$ cat src/rtl/game_seq_ctrl.sv
// Round sequencer for the memorization game.
// Per round: freeze a random number, show it, open the keyboard window,
// grade the entry, show the result. Tracks score and remaining lives and
// parks in OVER when the last life is lost.
module game_seq_ctrl #(
    parameter int CNT_W         = 30,
    parameter int SHOW_CYCLES   = 500000000,
    parameter int INPUT_CYCLES  = 1000000000,
    parameter int RESULT_CYCLES = 200000000,
    parameter int LIVES         = 3,
    parameter int SCORE_W       = 8
) (
    input  logic               clk,
    input  logic               rst,
    input  logic               btnS,
    input  logic               ready,
    input  logic               correct,
    output logic               latchRand,
    output logic               displayPhase,
    output logic               inputPhase,
    output logic               resultPhase,
    output logic               resultPass,
    output logic               gameOver,
    output logic [SCORE_W-1:0] score,
    output logic [1:0]         lives
);

    typedef enum logic [2:0] {
        S_IDLE   = 3'd0,
        S_LATCH  = 3'd1,
        S_SHOW   = 3'd2,
        S_INPUT  = 3'd3,
        S_RESULT = 3'd4,
        S_OVER   = 3'd5
    } state_t;

    state_t               r_state;
    state_t               w_next;
    logic [CNT_W-1:0]     r_timer;
    logic                 r_btn_prev;
    logic [SCORE_W-1:0]   r_score;
    logic [1:0]           r_lives;
    logic                 r_pass;
    logic [SCORE_W-1:0]   w_score_nxt;
    logic [1:0]           w_lives_nxt;
    logic                 w_start;
    logic                 w_show_done;
    logic                 w_in_done;
    logic                 w_res_done;
    logic                 w_res_entry;
    logic                 w_latch;
    logic                 w_disp;
    logic                 w_inp;
    logic                 w_res;
    logic                 w_over;

    // A held button yields a single start: only the 0->1 transition counts.
    assign w_start     = btnS & ~r_btn_prev;
    assign w_show_done = (r_timer == CNT_W'(SHOW_CYCLES - 1));
    assign w_in_done   = (r_timer == CNT_W'(INPUT_CYCLES - 1));
    assign w_res_done  = (r_timer == CNT_W'(RESULT_CYCLES - 1));
    // Timer is cleared on every state change, so zero marks the first RESULT cycle.
    assign w_res_entry = (r_state == S_RESULT) && (r_timer == '0);

    // State register plus registered phase decodes (aligned with state).
    always_ff @(posedge clk or negedge rst) begin
        if (!rst) begin
            r_state      <= S_IDLE;
            latchRand    <= 1'b0;
            displayPhase <= 1'b0;
            inputPhase   <= 1'b0;
            resultPhase  <= 1'b0;
            gameOver     <= 1'b0;
        end else begin
            r_state      <= w_next;
            latchRand    <= w_latch;
            displayPhase <= w_disp;
            inputPhase   <= w_inp;
            resultPhase  <= w_res;
            gameOver     <= w_over;
        end
    end

    // Next-state decision.
    always_comb begin
        w_next = r_state;
        case (r_state)
            S_IDLE:   if (w_start) w_next = S_LATCH;
            S_LATCH:  w_next = S_SHOW;
            S_SHOW:   if (w_show_done) w_next = S_INPUT;
            S_INPUT:  if (ready || w_in_done) w_next = S_RESULT;
            // Use the post-update lives so a 1-cycle RESULT still ends the game.
            S_RESULT: if (w_res_done) w_next = (w_lives_nxt == 2'd0) ? S_OVER : S_LATCH;
            S_OVER:   if (w_start) w_next = S_LATCH;
            default:  w_next = S_IDLE;
        endcase
    end

    // Phase decodes of the upcoming state; registered above.
    always_comb begin
        w_latch = (w_next == S_LATCH);
        w_disp  = (w_next == S_SHOW);
        w_inp   = (w_next == S_INPUT);
        w_res   = (w_next == S_RESULT);
        w_over  = (w_next == S_OVER);
    end

    // Score/lives update: grade applied once on RESULT entry, restore on restart.
    always_comb begin
        w_score_nxt = r_score;
        w_lives_nxt = r_lives;
        if (r_state == S_OVER && w_start) begin
            w_score_nxt = '0;
            w_lives_nxt = 2'(LIVES);
        end else if (w_res_entry) begin
            if (r_pass) begin
                if (!(&r_score)) w_score_nxt = r_score + 1'b1;
            end else if (r_lives != 2'd0) begin
                w_lives_nxt = r_lives - 2'd1;
            end
        end
    end

    // Shared phase timer, start-edge register, grade and counters.
    always_ff @(posedge clk or negedge rst) begin
        if (!rst) begin
            r_timer    <= '0;
            r_btn_prev <= 1'b0;
            r_score    <= '0;
            r_lives    <= 2'(LIVES);
            r_pass     <= 1'b0;
        end else begin
            r_btn_prev <= btnS;
            r_score    <= w_score_nxt;
            r_lives    <= w_lives_nxt;
            if (w_next != r_state)
                r_timer <= '0;
            else if (r_state == S_SHOW || r_state == S_INPUT || r_state == S_RESULT)
                r_timer <= r_timer + 1'b1;
            else
                r_timer <= '0;
            // Ready wins over timeout when both land on the same cycle.
            if (r_state == S_INPUT) begin
                if (ready)
                    r_pass <= correct;
                else if (w_in_done)
                    r_pass <= 1'b0;
            end
        end
    end

    assign resultPass = r_pass;
    assign score      = r_score;
    assign lives      = r_lives;

endmodule

$ cat config.mk
export PLATFORM = sky130hd
export DESIGN_NAME = game_seq_ctrl
export DESIGN_NICKNAME = d
export VERILOG_FILES = /design/src/rtl/game_seq_ctrl.sv
export SDC_FILE = /design/constraint.sdc
export NUM_CORES = 1
export LEC_CHECK = 0
export CAP_MARGIN = 30
export CORE_MARGIN = 2
export CORE_UTILIZATION = 58
export DETAILED_ROUTE_END_ITERATION = 10
export PLACE_DENSITY = 0.76
export REMOVE_ABC_BUFFERS = 1
export SETUP_SLACK_MARGIN = 0.05
export SYNTH_ARGS = -nofsm -noshare
export SYNTH_HDL_FRONTEND = slang
export SYNTH_SLANG_ARGS = --single-unit
$ cat constraint.sdc
create_clock -name clk -period 2.4 [get_ports clk]
set_input_delay 0.48 -clock clk [delete_from_list [all_inputs] [get_ports clk]]
set_output_delay 0.48 -clock clk [all_outputs]
set_load 0.005 [all_outputs]
Word level (Yosys, flattened, before mapping):

Cells that the tools add are included.

* $add $sub $neg: 3
* equality and inequality tests: 15
* mux-type cells: 18
* bitwise operators: 2
* reductions and logical operators: 16

Operator list (number)
* two-way mux 30 bit: 2
* two-way mux 8 bit: 4
* adder 30 x 1 -> 30 bit (second input constant): 1
* equality test 30 x 28 -> 1 bit (second input constant): 1
* equality test 30 x 29 -> 1 bit (second input constant): 1
* equality test 30 bit (second input constant): 1
* zero test 30 bit: 1
* two-way mux 3 bit: 5
* case mux 3 bit (5 select lines): 1
* equality test 3 x 2 -> 1 bit (second input constant): 4
* equality test 3 bit (second input constant): 4
* adder 8 x 1 -> 8 bit (second input constant): 1
* two-way mux 2 bit: 4
* AND reduction 8 bit: 1
* nonzero test 2 bit: 4
* equality test 3 x 1 -> 1 bit (second input constant): 2
* zero test 3 bit: 1
* logical OR 1 bit: 3
* inequality test 3 bit: 1
* AND reduction 3 bit: 1
* logical AND 1 bit: 2
* zero test 2 bit: 1
* two-way mux 1 bit: 2
* inequality test 2 bit (second input constant): 1
* other kinds (5): 5

* register bits after elaboration: 50
* input port bits: 5
* output and inout bits: 16
* logic and storage cells: 65

Depth between registers and ports, before layout:

Gate-level depths: netlist of the first run.

* depth after elaboration: 11
* gate-level depth with buffers: 9
* gate-level depth less buffers: 9

Worst setup path after synthesis of the first run:

Ideal clock, no wire load.

* path type: reg2reg
* start point: reg r_timer[13]
* end point: reg r_score[6], in the netlist score[6]
* library setup time: 132 ps
* arrival: 2005 ps
* data required time: 2268 ps
* path slack: 263 ps
* cell stages (with the launch flop): 7
* buffers on the path: 0
* period minus slack after synthesis: 2137 ps
* cell sequence: dfrtp_1 > or3_4 > nand4b_4 > nor4_4 > or3b_1 > xor2_1 > nor2_1

* cells in the longest elaborated chain, start to end: 4

Ends and longest elaborated chain
* start: declaration: line 39 `logic [CNT_W-1:0] r_timer;`
* start signal: assignment: line 139 `r_timer <= r_timer + 1'b1;`
* zero test 30 bit: line 63 `assign w_res_entry = (r_state == S_RESULT) && (r_timer == '0);`
* logical AND 1 bit: line 63
* nonzero test 2 bit (no source line)
* AND reduction 3 bit (no source line)
* end signal: assignment: line 134 `r_score <= w_score_nxt;`
* end: declaration: line 41 `logic [SCORE_W-1:0] r_score;`

Every way passes these cells.
A chain may end at the register's enable or synchronous reset.

Final worst setup path of the first run:

* start point: reg r_timer[13]
* end point: reg latchRand

* cells in the longest elaborated chain, start to end: 9
* elaborated cells on any way between the ends: 15
* those cells by class: 4 x eq/ne; 7 x mux; 4 x reduce/logical

Ends and longest elaborated chain
* zero test 30 bit: line 63
* logical AND 1 bit: line 63
* two-way mux 2 bit: line 115 `end else if (w_res_entry) begin`
* two-way mux 2 bit: line 112 `if (r_state == S_OVER && w_start) begin`
* zero test 2 bit: line 93 `S_RESULT: if (w_res_done) w_next = (w_lives_nxt == 2'd0) ? S_OVER : S_LATCH;`
* two-way mux 3 bit (2 in series): line 93
* case mux 3 bit (5 select lines) (*): line 87 `case (r_state)`
* named net w_next[2]: line 38 `state_t w_next;`
* equality test 3 x 1 -> 1 bit (*): line 101 `w_latch = (w_next == S_LATCH);`
* named net w_latch: line 51 `logic w_latch;`
* end signal: assignment: line 76 `latchRand <= w_latch;`
* end: declaration: line 18 `output logic latchRand,`

The timed path passes the listed nets; every way through them passes the cells marked *.

==> results of run 1 <==
==> worst max path at each step <==
stage,startpoint,to,cells past startpoint
detailed placement,btnS,latchRand$_DFF_PN0_,8
global route,r_timer[13]$_DFF_PN0_,latchRand$_DFF_PN0_,8
floorplan,r_timer[13]$_DFF_PN0_,r_timer[10]$_DFF_PN0_,6
finish,r_timer[13]$_DFF_PN0_,latchRand$_DFF_PN0_,8
CTS,r_timer[13]$_DFF_PN0_,latchRand$_DFF_PN0_,8
global placement,btnS,latchRand$_DFF_PN0_,8
==> logic make-up after synthesis <==
family | after synthesis | synth area share (%)
buffers and inverters | 18 | 2.81
multiplexers | 1 | 0.380
flip-flops | 50 | 47.6
XOR/XNOR | 35 | 11.6
AND/OR/NAND/NOR | 160 | 32.5
AO/OA/AOI/OAI | 15 | 3.57
adder cells (fa/ha/maj) | 3 | 1.43
==> metrics by stage <==
stage / hold WS (ps) / worst slack, ps
2_1_floorplan: 184 / 39.2
3_3_place_gp: 470 / 312
3_5_place_dp: 474 / 233
4_1_cts: 138 / 235
5_1_grt: 157 / 91.5
6_report: 133 / 259
==> power breakdown <==
part           switching [µW]  total, µW  internal, µW
clock                     264        497           233
sequential                134       1120           984
combinational             422        829           407
total                     820       2440          1620
==> area by class of cell <==
class | instances | area [µm²] | area share, %
clock inverter | 1 | 5.00 | 0.164
tap | 52 | 65.1 | 2.14
clock buffer | 7 | 86.3 | 2.84
multi-input combinational | 214 | 1300 | 42.8
sequential | 50 | 1250 | 41.2
inverter | 9 | 33.8 | 1.11
timing repair buffer | 30 | 295 | 9.70
==> worst max-delay path, stage by stage (launching register included) <==
cell and delay, ps:
sky130_fd_sc_hd__dfrtp_1 440, sky130_fd_sc_hd__or3_4 410, sky130_fd_sc_hd__nor4_2 310, sky130_fd_sc_hd__buf_4 170
sky130_fd_sc_hd__a21o_1 100, sky130_fd_sc_hd__o211ai_1 80, sky130_fd_sc_hd__a211oi_1 340, sky130_fd_sc_hd__inv_1 110
sky130_fd_sc_hd__nor2_1 110
==> cells in the mapped netlist, types with 2 or more instances <==
cell                       number  area share, %
sky130_fd_sc_hd__nand2b_1       2           0.48
sky130_fd_sc_hd__dfstp_2        2            2.0
sky130_fd_sc_hd__nor2_1        57            8.1
sky130_fd_sc_hd__a21o_1         2           0.57
sky130_fd_sc_hd__xnor2_1       19            6.3
sky130_fd_sc_hd__nor2b_1        6            1.4
sky130_fd_sc_hd__clkbuf_1       4           0.57
sky130_fd_sc_hd__nor4_1         8            1.9
sky130_fd_sc_hd__or2_2          3           0.71
sky130_fd_sc_hd__nor3_1         8            1.5
sky130_fd_sc_hd__and2_1         3           0.71
sky130_fd_sc_hd__o21ai_0        7            1.3
sky130_fd_sc_hd__nand2_1       21            3.0
sky130_fd_sc_hd__buf_2          4           0.76
sky130_fd_sc_hd__ha_1           3            1.4
sky130_fd_sc_hd__xor2_1        16            5.3
sky130_fd_sc_hd__nand4b_1       3            1.0
sky130_fd_sc_hd__nand4_1       14            3.3
sky130_fd_sc_hd__nor4_2         2           0.95
sky130_fd_sc_hd__and4_1         2           0.67
sky130_fd_sc_hd__inv_1          9            1.3
sky130_fd_sc_hd__nand3_1       15            2.9
sky130_fd_sc_hd__dfrtp_1       48             46
sky130_fd_sc_hd__and3_1         5            1.2
==> per-layer routing <==
metal  vias to the layer above  GRT usage (%)  part of all wire, %
li1                       1015              -                    -
met1                       996           30.9                   45
met2                        62           38.3                   48
met3                         7           6.33                  6.0
met4                         0           8.81                  1.4
met5                         -              0                    0
==> registers in the layout, summed over array words and instances, names as in the netlist, 2 cells and up <==
signal and cells:
lives 2, r_state 3, r_timer 30, score 8
==> run_results.csv, run 1 <==
group,metric,value,unit
pwr,power.ir.vdd_worst,0.369,mV
die,floorplan.initialDensity,60.4,%
logic_synthesis,synth.lib_cells_used.distinct,43,
clock_network,clk-insertion-delay-late,300,ps
drt,drtPass1Iterations,4,
drt,initialDrtViolationCount,111,
worst_setup_path,regToRegStartpoint,"r_timer[13]$_DFF_PN0_",
logic_synthesis,synth_register_bits,50,
timing,achievable-frequency,467,MHz
worst_setup_path,regToRegEndpoint,"latchRand$_DFF_PN0_",
die,num_io_pins,21,
flow_run,cap_violations,0,
timing,worst_pin_slew,503,ps
die,chip_height,71.4,µm
worst_setup_path,minimum_setup_slack_among_reg_to_reg_paths,260,ps
pwr,totalPowerFinal,2440,µW
logic_synthesis,share_of_async_settable_or_async_resettable_flops_after_synthesis,100,%
global_routing,grt_use_total,23.7,%
timing,setup-tns-final,0,ps
logic_synthesis,synth_area,0.00263,mm²
logic_synthesis,synth-edff-count,0,
logic_synthesis,yosys_warnings,0,
clock_network,maximum_buffer_depth_of_the_clock_tree,2,
clock_network,postCtsHoldBufs,0,
timing,setup-violations-final,0,
clock_network,cts-resized-gates,0,
global_routing,gr-total-overflow,0,
min_path,hold_path.class,"primary input to async pin",
drt,wl_per_cell,14.8,µm
logic_synthesis,dominantRegCellSynth,"sky130_fd_sc_hd__dfrtp_1",
logic_synthesis,synth_sequential_area_ratio,47.6,%
die,placementRows,24,
layout,design_area,0.00304,mm²
placed_design,finalWeightedCongestion,0.921,
die,core_region_area,0.00435,mm²
logic_synthesis,syn_area_per_cell,9.33,µm²
layout,area_growth_from_synthesis_to_final_layout,15.6,%
placed_design,place.detailed.instances,355,
outcome,run_status,"complete, no violations",
logic_synthesis,postSynthCellCount,282,
worst_setup_path,timing.critical_path.to_type,"flop",
clock_network,tritoncts_clock_tree,"built",
timing,slew_headroom,66.5,%
global_routing,number_of_antenna_violations_at_the_first_check_in_global_routing,0,
clock_network,cts-root-buf,"sky130_fd_sc_hd__clkbuf_8",
drt,route.vias.total,2080,
placed_design,post-dp-hpwl,4000,µm
worst_setup_path,r2r.worst_path.cells,8,
clock_network,post_cts_buffers,0,
placed_design,postPlaceCellArea,0.00295,mm²
worst_setup_path,critPathRequiredTime,2640,ps
clock_network,tritoncts.num_buffers,5,
drt,vias_per_cell,5.73,
global_routing,grt_first_pass_wirelength,9450,µm
timing,rsz0062_at_grt,"false",
clock_network,cts_sinks,50,
die,die_footprint,0.00509,mm²
layout,mostFrequentLayoutCell,"sky130_fd_sc_hd__nor2_1",
drt,postRouteAntennaNets,0,
drt,detail_route.wirelength,5380,µm
pwr,power_density,803,mW/mm²
worst_setup_path,timing.critical_path.fanout_max,6,
layout,finalNonFillerCells,363,
worst_setup_path,critPathArrivalTime,2380,ps
timing,report.final.slew_viol_count,0,
layout,num_antenna_cells,0,
timing,layout_worst_path_cycle_share,89.2,%
drt,drc_errors,0,
timing,hold_viol_final,0,
clock_network,worst_setup_hold_path_clk_slew,90,ps
die,die-width,71.4,µm
layout,nets,318,
worst_setup_path,timing.critical_path.from_type,"flop",
global_routing,grt_max_degree,31,
layout,mostFrequentLayoutCells,"sky130_fd_sc_hd__nor2_1 (57), sky130_fd_sc_hd__dfrtp_1 (48), sky130_fd_sc_hd__nand2_1 (21)",
placed_design,place.port_buffers,20,
timing,finalCriticalPeriod,2140,ps
pwr,leakagePower,0.00125,µW
worst_setup_path,crit_type,"flop to flop",
clock_network,cts.htree.levels,2,
layout,fillCellCount,379,
layout,final_util,69.9,%
timing,fin_worst_skew,4.12,ps
global_routing,grt_pass1_vias,2018,
layout,final_layout_size_suffix_gt1_share,9.32,%
No activity file was read; power rests on OpenSTA's default activity.
==> run 2, diff against run 1 <==
- ABC_AREA: not set -> 1
- CORE_UTILIZATION: 58 -> 59
==> run 2 against run 1 <==
Compared with the run above: area after synthesis rose by 20%; setup slack improved by 42 ps; routed wire length rose by 45%; via count rose by 42%; global-route usage rose by 4.5 points; largest cell class unchanged; highest routed layer unchanged; worst hold slack got worse by 3.2 ps; clock power rose by 22%; clock-buffer cell count fell by 2; sequential power fell by 25%.
==> run_results.csv, run 2 <==
group,metric,value,unit
timing,rsz0062_at_grt,"false",
drt,drc_errors,0,
drt,drtPass1Iterations,5,
drt,wl_per_cell,14.8,µm
die,die-width,77.3,µm
layout,area_growth_from_synthesis_to_final_layout,11.9,%
logic_synthesis,synth_commonest_cells,"sky130_fd_sc_hd__nand2_1 (78), sky130_fd_sc_hd__nor2_1 (70), sky130_fd_sc_hd__inv_1 (57)",
die,num_io_pins,21,
logic_synthesis,synth.lib_cells_used.distinct,36,
layout,mostFrequentLayoutCells,"sky130_fd_sc_hd__nand2_1 (78), sky130_fd_sc_hd__nor2_1 (70), sky130_fd_sc_hd__inv_1 (57)",
worst_setup_path,critPathLaunch,"r_timer[0]$_DFF_PN0_",
logic_synthesis,area_fraction_of_the_dominant_cell_type_after_synthesis,37.9,%
clock_network,maximum_buffer_depth_of_the_clock_tree,2,
logic_synthesis,synth_register_bits,50,
drt,initialDrtViolationCount,199,
timing,setup_slack,300,ps
logic_synthesis,yosysMostFrequentCell,"sky130_fd_sc_hd__nand2_1",
drt,postRouteAntennaNets,0,
worst_setup_path,timing.critical_path.fanout_max,30,
global_routing,grt_pass1_vias,2814,
clock_network,post_cts_buffers,0,
pwr,power_density,418,mW/mm²
timing,setup-tns-final,0,ps
worst_setup_path,worst_path_largest_cell_delay,430,ps
worst_setup_path,timing.critical_path.from_type,"flop",
logic_synthesis,dominantRegCellSynth,"sky130_fd_sc_hd__dfrtp_1",
clock_network,tritoncts_clock_tree,"built",
logic_synthesis,syn_area_per_cell,7.27,µm²
drt,route.met2.wl,3750,µm
global_routing,grt_first_pass_wirelength,13400,µm
timing,hold_viol_final,0,
global_routing,number_of_antenna_violations_at_the_first_check_in_global_routing,0,
worst_setup_path,crit_path_cell_trace,"ha_1 > nand3_4 > inv_1 > nand2_1 > nor3_2 > nand2_1 > nand2_1 > a31oi_1 > nand2_8 > nor2_1",
drt,detailroute.wirelength.met3,457,µm
timing,achievable-frequency,476,MHz
logic_synthesis,netlist_top_cells_area,"sky130_fd_sc_hd__dfrtp_1 (38%), sky130_fd_sc_hd__nand2_1 (9.2%), sky130_fd_sc_hd__nor2_1 (8.3%)",
placed_design,place.port_buffers,20,
timing,hold_slack,129,ps
outcome,run_status,"complete, no violations",
global_routing,grt_max_degree,51,
worst_setup_path,crit_type,"flop to flop",
pwr,power_switching_share,21.3,%
layout,largest_register_ff_count,30,
clock_network,cts-root-buf,"sky130_fd_sc_hd__clkbuf_8",
timing,layout_worst_path_cycle_share,87.5,%
die,placementRows,26,
pwr,power.share.clock,40.7,%
layout,num_antenna_cells,0,
logic_synthesis,synth_sequential_area_ratio,39.6,%
worst_setup_path,worst_path_dominant_cell_family,"simple AND/OR/NAND/NOR gates",
timing,fin_worst_skew,4.39,ps
pwr,power.net_switching,316,µW
placed_design,post-place-ws,219,ps
clock_network,clk-insertion-delay-late,310,ps
die,die_footprint,0.00597,mm²
drt,route.vias.total,2956,
layout,final_layout_size_suffix_gt1_share,9.13,%
worst_setup_path,worstPathBufferInverterCount,1,
logic_synthesis,synth_area,0.00317,mm²
worst_setup_path,critPathArrivalTime,2340,ps
timing,report.final.slew_viol_count,0,
worst_setup_path,timing.critical_path.to_type,"flop",
layout,nets,467,
worst_setup_path,critPathRequiredTime,2640,ps
pwr,part_of_the_power_in_combinational_logic,2.2,%
layout,max_flop_register,"r_timer",
drt,top_layer_used,"met4",
worst_setup_path,regToRegEndpoint,"r_timer[22]$_DFF_PN0_",
layout,mostFrequentLayoutCell,"sky130_fd_sc_hd__nand2_1",
layout,final_util,69.0,%
timing,slew_headroom,51.2,%
die,chip_height,77.3,µm
worst_setup_path,timing.critical_path.mode_cell,"sky130_fd_sc_hd__nand2_1",
pwr,power_report.internal_total,1170,µW
logic_synthesis,synth-edff-count,0,
timing,worst_pin_slew,727,ps
global_routing,gr-total-overflow,0,
placed_design,post-dp-hpwl,6030,µm
die,floorplan.initialDensity,61.6,%
clock_network,tritoncts.num_buffers,5,
worst_setup_path,timing.critical_path.slowest_stage_cell,"sky130_fd_sc_hd__dfrtp_1",
placed_design,finalWeightedCongestion,1.02,
flow_run,cap_violations,0,
die,core_region_area,0.00514,mm²
drt,wl_met1,3430,µm
worst_setup_path,regToRegStartpoint,"r_timer[0]$_DFF_PN0_",
drt,vias_per_cell,5.58,
logic_synthesis,share_of_async_settable_or_async_resettable_flops_after_synthesis,100,%
logic_synthesis,yosys_warnings,0,
logic_synthesis,synth_area_leader_cell,"sky130_fd_sc_hd__dfrtp_1",
clock_network,worst_setup_hold_path_clk_slew,90,ps
timing,finalCriticalPeriod,2100,ps
pwr,fraction_of_power_consumed_by_sequential_logic,57.1,%
worst_setup_path,r2r.worst_path.cells,10,
clock_network,cts_sinks,50,
logic_synthesis,postSynthCellCount,436,
pwr,power.ir.vdd_worst,0.313,mV
clock_network,cts.htree.levels,2,
global_routing,grt_use_total,28.2,%
drt,detail_route.wirelength,7820,µm
timing,setup-violations-final,0,
worst_setup_path,minimum_setup_slack_among_reg_to_reg_paths,300,ps
min_path,hold_path.class,"primary input to async pin",
pwr,leakagePower,0.00153,µW
==> run 2: changes by cell type in the layout (fill, tap and decap cells not counted), sizes merged, moves of 4 or more <==
| cell | change |
|---|---|
| nand2 | +62 |
| inv | +51 |
| nor3 | +29 |
| nor2 | +25 |
| nand3 | +18 |
| xnor2 | -15 |
| o21ai | +12 |
| buf | -8 |
| a21oi | +7 |
| nor2b | -6 |
| nor4 | -6 |
| nand4b | -4 |
==> run 2: cell type report <==
cell class	count	area, µm²
multi-input combinational	320	1640
inverter	60	225
clock buffer	5	68.8
clock inverter	3	45.0
tap	70	87.6
sequential	50	1250
fill	457	1600
timing repair buffer	22	223
==> run 2: logic make-up after synthesis <==
logic type	Yosys count	share of synthesized area, %
AO/OA/AOI/OAI	33	5.53
flip-flops	50	39.6
XOR/XNOR	19	5.25
AND/OR/NAND/NOR	265	39.6
buffers and inverters	66	8.89
adder cells (fa/ha/maj)	3	1.18
==> run 2: per-stage QoR <==
stage	area, µm²	instances	total power (µW)
final	3540	530	1480
after detailed placement	3420	522	896
after CTS	3540	530	1500
after floorplan	3110	430	866
after global routing	3540	530	1530
after global placement	3420	522	895
==> run 2: timing repair <==
item	4_1_cts	5_1_grt
resized for setup	0	1
hold buffers	0	0
setup endpoints to repair	0	9
hold endpoints to repair	0	0
==> run 2: per-layer routing <==
metal | GRT usage, % | vias to the layer above
met3 | 4.35 | 14
met5 | 0 | -
met4 | 10.0 | 0
li1 | - | 1462
met2 | 46.7 | 123
met1 | 37.6 | 1357
==> run 2: worst max path at each step <==
stage                                  to  slack, ps  cells past startpoint
floorplan           r_timer[10]$_DFF_PN0_        590                     12
global placement    r_timer[28]$_DFF_PN0_        270                     10
detailed placement  r_timer[22]$_DFF_PN0_        220                     10
CTS                 r_timer[22]$_DFF_PN0_        220                     12
global route         score[2]$_DFFE_PN0P_         70                      9
finish              r_timer[22]$_DFF_PN0_        300                     10
==> run 2: worst reg2reg max path, delay by kind of cell (launching register included) <==
family | cells | cell delay (ps)
DFF | 1 | 430
adders and majority gates | 1 | 280
buffers and inverters | 1 | 50
and+or+nand+nor | 7 | 900
AOI/OAI and AO/OA | 1 | 380
==> run 2: power by group through the flow <==
stage	registers, µW	clock network (µW)	logic, µW
6_report	845	604	32.7
3_5_place_dp	862	0	33.9
3_3_place_gp	862	0	33.2
2_1_floorplan	862	0	4.61
5_1_grt	846	644	37.8
4_1_cts	845	616	34.2
